[src/rtl/layer_event_bridge.sv]
// Bridges pooled output events of one conv layer into the input event FIFO of the next.
// Optional build macro LAYER_EVENT_BRIDGE_ZERO_FILTER_EN drops spike-less data events at the write side.
module layer_event_bridge #(
  parameter int BITS_PER_COORDINATE_IN  = 7,
  parameter int BITS_PER_COORDINATE_OUT = 8,
  parameter int CHANNELS                = 4,
  parameter int DEPTH                   = 16,
  parameter int COUNT_WIDTH             = 16
) (
  input  logic                                            clk,
  input  logic                                            rst_n,
  input  logic [2*BITS_PER_COORDINATE_IN+CHANNELS:0]      up_data,
  input  logic                                            up_write_enable,
  output logic                                            up_full_next,
  output logic [2*BITS_PER_COORDINATE_OUT+CHANNELS:0]     dn_data,
  output logic                                            dn_write_enable,
  input  logic                                            dn_full_next,
  output logic [COUNT_WIDTH-1:0]                          event_count,
  output logic                                            overflow,
  output logic                                            empty
);

  localparam int UW = 2*BITS_PER_COORDINATE_IN + CHANNELS + 1;
  localparam int DW = 2*BITS_PER_COORDINATE_OUT + CHANNELS + 1;
  localparam int PW = $clog2(DEPTH);
  localparam int CW = PW + 1;
  localparam logic [CW-1:0] DEPTH_C    = CW'(DEPTH);
  localparam logic [CW-1:0] DEPTH_M1_C = CW'(DEPTH - 1);

  logic [UW-1:0] mem [DEPTH];
  logic [PW-1:0] wr_ptr;
  logic [PW-1:0] rd_ptr;
  logic [CW-1:0] count;
  logic          out_valid;
  logic          dn_full_q;

  logic [UW-1:0]                      head;
  logic                               head_ts;
  logic [BITS_PER_COORDINATE_IN-1:0]  head_x;
  logic [BITS_PER_COORDINATE_IN-1:0]  head_y;
  logic [CHANNELS-1:0]                head_sp;
  logic [BITS_PER_COORDINATE_OUT-1:0] wide_x;
  logic [BITS_PER_COORDINATE_OUT-1:0] wide_y;
  logic [DW-1:0]                      head_wide;

  logic keep;
  logic accept;
  logic drop;
  logic issue;
  logic pop;

  assign head    = mem[rd_ptr];
  assign head_ts = head[UW-1];
  assign head_x  = head[UW-2 -: BITS_PER_COORDINATE_IN];
  assign head_y  = head[UW-2-BITS_PER_COORDINATE_IN -: BITS_PER_COORDINATE_IN];
  assign head_sp = head[CHANNELS-1:0];
  assign wide_x  = BITS_PER_COORDINATE_OUT'(head_x);
  assign wide_y  = BITS_PER_COORDINATE_OUT'(head_y);
  assign head_wide = {head_ts, wide_x, wide_y, head_sp};

`ifdef LAYER_EVENT_BRIDGE_ZERO_FILTER_EN
  assign keep = up_data[UW-1] | (|up_data[CHANNELS-1:0]);
`else
  assign keep = 1'b1;
`endif

  assign accept = up_write_enable & keep & (count < DEPTH_C);
  assign drop   = up_write_enable & keep & (count == DEPTH_C);

  // Issue is qualified by dn_full_next as sampled at the previous edge.
  assign issue = out_valid & ~dn_full_q;
  assign pop   = (count != '0) & (~out_valid | issue);

  assign dn_write_enable = issue;
  assign up_full_next    = (count >= DEPTH_M1_C);
  assign empty           = (count == '0) & ~out_valid;

  always_ff @(posedge clk) begin
    if (accept) mem[wr_ptr] <= up_data;
  end

  always_ff @(posedge clk) begin
    if (!rst_n) begin
      wr_ptr      <= '0;
      rd_ptr      <= '0;
      count       <= '0;
      out_valid   <= 1'b0;
      dn_data     <= '0;
      dn_full_q   <= 1'b0;
      event_count <= '0;
      overflow    <= 1'b0;
    end else begin
      dn_full_q <= dn_full_next;
      if (accept) wr_ptr <= wr_ptr + PW'(1);
      if (drop) overflow <= 1'b1;

      if (pop) begin
        rd_ptr    <= rd_ptr + PW'(1);
        dn_data   <= head_wide;
        out_valid <= 1'b1;
      end else if (issue) begin
        out_valid <= 1'b0;
      end

      case ({accept, pop})
        2'b10:   count <= count + CW'(1);
        2'b01:   count <= count - CW'(1);
        default: count <= count;
      endcase

      if (issue) begin
        if (dn_data[DW-1])
          event_count <= '0;
        else if (event_count != '1)
          event_count <= event_count + COUNT_WIDTH'(1);
      end
    end
  end

endmodule
[config.mk]
export PLATFORM = sky130hd
export DESIGN_NAME = layer_event_bridge
export DESIGN_NICKNAME = d
export VERILOG_FILES = /design/src/rtl/layer_event_bridge.sv
export SDC_FILE = /design/constraint.sdc
export NUM_CORES = 1
export LEC_CHECK = 0
export CAP_MARGIN = 20
export CORE_ASPECT_RATIO = 0.9
export CORE_MARGIN = 4
export CORE_UTILIZATION = 40
export DETAILED_ROUTE_END_ITERATION = 10
export HOLD_SLACK_MARGIN = 0.1
export PLACE_DENSITY = 0.57
export SYNTH_ARGS = -nofsm -noshare
export SYNTH_HDL_FRONTEND = slang
export SYNTH_SLANG_ARGS = --single-unit
[constraint.sdc]
create_clock -name clk -period 2.5 [get_ports clk]
set_input_delay 0.25 -clock clk [delete_from_list [all_inputs] [get_ports clk]]
set_output_delay 0.25 -clock clk [all_outputs]
set_load 0.1 [all_outputs]
==> results.sh <==
export IMPL_total_power_mw=17.40
export IMPL_io_buffers=61
export IMPL_cap_violations=0
export IMPL_worstPathArrival_ns=2.78
export IMPL_nets=875
export IMPL_routabilityCongestion=0.8144
export IMPL_dp_cells=1262
export IMPL_area_delta_synth_final_pct=21.55
export IMPL_rows=64
export IMPL_max_slew_margin=0.5980
export IMPL_crit_end="count[4]"
export IMPL_antennaDiodeCount=0
export IMPL_die_area_um2=37640
export IMPL_nFillCells=2771
export IMPL_worstHoldStart="dn_full_next"
export IMPL_r2r_start="count[0]"
export IMPL_r2r_end="count[4]"
export IMPL_startpoint="count[0]"
export IMPL_vias=7223
export IMPL_ys_seq_elements=355
export IMPL_min_period_ns=2.334
export IMPL_hold_viol=0
export IMPL_fin_crit_sh=0.9336
export IMPL_cts_sinks=355
export IMPL_routedWlPerCell_um=22.66
export IMPL_post_route_util=0.4943
export IMPL_root_buffer="clkbuf_16"
export IMPL_grt_max_degree=36
export IMPL_async_flop_share=0
export IMPL_cts_made_buffers=39
export IMPL_die_w_um=204.1
export IMPL_antenna_found_initial=1
export IMPL_ant_nets=0
export IMPL_insertion_delay_ns=0.51
export IMPL_synth_edff_count=304
export IMPL_clock_path_buffers=3
export IMPL_final_max_slew_viol_count=0
export IMPL_fmax_mhz=428.4
export IMPL_reg2regPathDepth=12
export IMPL_hpwlAfterDp_um=17860
export IMPL_wl_um=30250
export IMPL_outcome="completed"
export IMPL_grt_ovfl_total=0
export IMPL_synth_ff_type="edfxtp_1"
export IMPL_fin_hold_ws_ns=0.3336
export IMPL_syn_avg_cell_area_um2=18.63
export IMPL_r2r_slack_ns=0.17
export IMPL_ys_types=50
export IMPL_num_io_pins=64
export IMPL_rsz0062_at_grt="no"
export IMPL_core_um2=34030
export IMPL_drive_gt1_frac=0.3024
export IMPL_yosys_warnings=0
export IMPL_finalNonFillerCells=1335
export IMPL_p_per_area_nw_per_um2=1034
export IMPL_required_ns=2.94
export IMPL_grt_pass1_wl_um=46020
export IMPL_first_pass_iters=4
export IMPL_setup_ws_ns=0.1659
export IMPL_hp_class="in -> reg"
export IMPL_cts_htree_levels=2
export IMPL_tightest_slew_ns=0.6011
export IMPL_startpoint_type="flip-flop"
export IMPL_skew_ns=0.01091
export IMPL_p_leak_nw=5.432
export IMPL_setup_violations=0
export IMPL_start_util=0.4067
export IMPL_synth_seq_area_share=0.7334
export IMPL_die_y_um=184.5
export IMPL_netlist_area_um2=13840
export IMPL_drcViolationCount=0
export IMPL_via_per_inst=5.410
export IMPL_end_kind="flip-flop"
export IMPL_setup_worst_path_class="reg -> reg"
export IMPL_synthCells=743
export IMPL_grtUsageTotal=0.1615
export IMPL_drtIter0Drc=374
export IMPL_cp_max_fo=7
export IMPL_clkTransAtPathRegs_ns=0.06
export IMPL_grt_pass1_vias=7504
export IMPL_place_ws_ns=-0.05274
export IMPL_peakVddDrop_mv=0.4792
export IMPL_cts_tree="yes"
==> placed cells by master, fill, tap and decap left out, drive strengths merged, types with 2 or more instances in the layout <==
| cell type | instances |
|---|---|
| a21o | 2 |
| a21oi | 18 |
| a31o | 2 |
| a31oi | 5 |
| and3 | 4 |
| buf | 82 |
| bufinv | 6 |
| clkbuf | 53 |
| clkdlybuf4s50 | 22 |
| clkinv | 11 |
| conb | 2 |
| dfxtp | 51 |
| edfxtp | 304 |
| ha | 9 |
| inv | 8 |
| mux2i | 39 |
| mux4 | 76 |
| nand2 | 22 |
| nand2b | 5 |
| nand3 | 30 |
| nand4 | 3 |
| nor2 | 39 |
| nor3 | 5 |
| nor4 | 3 |
| o21ai | 10 |
| o221a | 2 |
| o221ai | 19 |
| o22ai | 2 |
| o31ai | 4 |
| or2 | 2 |
| or3 | 6 |
| xnor2 | 4 |
| xor2 | 7 |
==> sequential cells by signal (all words and copies together), names as in the netlist <==
| name | cells |
|---|---|
| count | 5 |
| dn_full_q | 1 |
| mem | 304 |
| rd_ptr | 4 |
| out_valid | 1 |
| wr_ptr | 4 |
| overflow | 1 |
| dn_data | 19 |
| event_count | 16 |
==> worst min-delay path by stage <==
stage | end | slack (ns) | cells after the start
6_report | dn_full_q | 0.33 | 2
3_5_place_dp | overflow | 0.47 | 2
2_1_floorplan | mem[0][0] | 0.35 | 0
4_1_cts | dn_full_q | 0.32 | 2
5_1_grt | dn_full_q | 0.34 | 2
3_3_place_gp | event_count[7] | 0.46 | 1
==> report_power, final <==
group | switching (mW) | internal [mW] | total [mW]
sequential | 0.299 | 6.75 | 7.05
combinational | 2.60 | 1.83 | 4.42
clock | 2.19 | 3.73 | 5.92
==> critical path, stage by stage (launching register included) <==
cell and delay, ns:
dfxtp_2 0.34, nor4_4 0.30, nand2_1 0.13, nand2_2 0.10, inv_2 0.08, ha_2 0.18, xor2_1 0.14, ha_2 0.19
a21oi_4 0.15, a32o_2 0.18, a21oi_1 0.04, or3_1 0.31, a21oi_1 0.14
==> stage by stage <==
stage	cell area [um2]	setup TNS, ns
after floorplan	13870	-0.09041
after global placement	15420	0
after detailed placement	15420	-0.05274
after CTS	16770	0
after global routing	16820	0
final	16820	0
==> cell families after synthesis <==
kind of cell	share of synthesized area
other	0.0002710
xor gates and xnor gates	0.006961
AOI/OAI and AO/OA	0.03544
and+or+nand+nor	0.04638
adders and majority gates	0.008137
buffers and inverters	0.01673
muxes	0.1527
DFF	0.7334
==> cell usage after synthesis, types with 2 or more instances <==
| cell | count | area, um2 |
|---|---|---|
| mux4_2 | 76 | 1712 |
| nand2_1 | 22 | 82.58 |
| o22ai_1 | 2 | 12.51 |
| a21oi_1 | 18 | 90.09 |
| xnor2_1 | 4 | 35.03 |
| a21o_1 | 2 | 15.01 |
| xor2_1 | 7 | 61.31 |
| or3_1 | 6 | 37.54 |
| dfxtp_1 | 51 | 1021 |
| o31ai_1 | 4 | 30.03 |
| nor3_1 | 5 | 25.02 |
| a31o_2 | 2 | 17.52 |
| inv_1 | 7 | 26.28 |
| buf_4 | 3 | 22.52 |
| a31oi_1 | 5 | 31.28 |
| nor2_1 | 39 | 146.4 |
| or2_2 | 2 | 12.51 |
| clkbuf_1 | 24 | 90.09 |
| o21ai_0 | 10 | 50.05 |
| nand3_1 | 29 | 145.1 |
| o221a_2 | 2 | 22.52 |
| mux2i_1 | 39 | 390.4 |
| ha_1 | 9 | 112.6 |
| nor4_2 | 2 | 25.02 |
| buf_1 | 5 | 18.77 |
| buf_2 | 14 | 70.07 |
| nand4_1 | 3 | 18.77 |
| nand2b_1 | 5 | 31.28 |
| o221ai_1 | 19 | 166.4 |
| and3_1 | 4 | 25.02 |
| edfxtp_1 | 304 | 9129 |
==> timing repair <==
item	CTS	global route
gates resized for setup	0	9
buffers inserted	0	2
hold buffers	0	0
setup endpoints to repair	0	1
hold endpoints to repair	0	0
==> routing by layer <==
layer / vias up / global-route usage / routed length [um]
met1: 3786 / 0.2247 / 13500
met4: 2 / 0.03483 / 430
met2: 174 / 0.2719 / 14970
met5: - / 0 / 13
met3: 37 / 0.02797 / 1329
li1: 3224 / - / -
==> cell type report <==
type                       instances  area (um2)  share of cell area
clock buffer                      53        1111             0.06605
sequential                       355       10170              0.6045
timing repair buffer             104        1124             0.06679
inverter                           8       30.03            0.001785
multi-input combinational        335        3572              0.2123
clock inverter                    18       239.0             0.01421
tap                              462       578.1             0.03436
(Power assumes the default switching activity.)
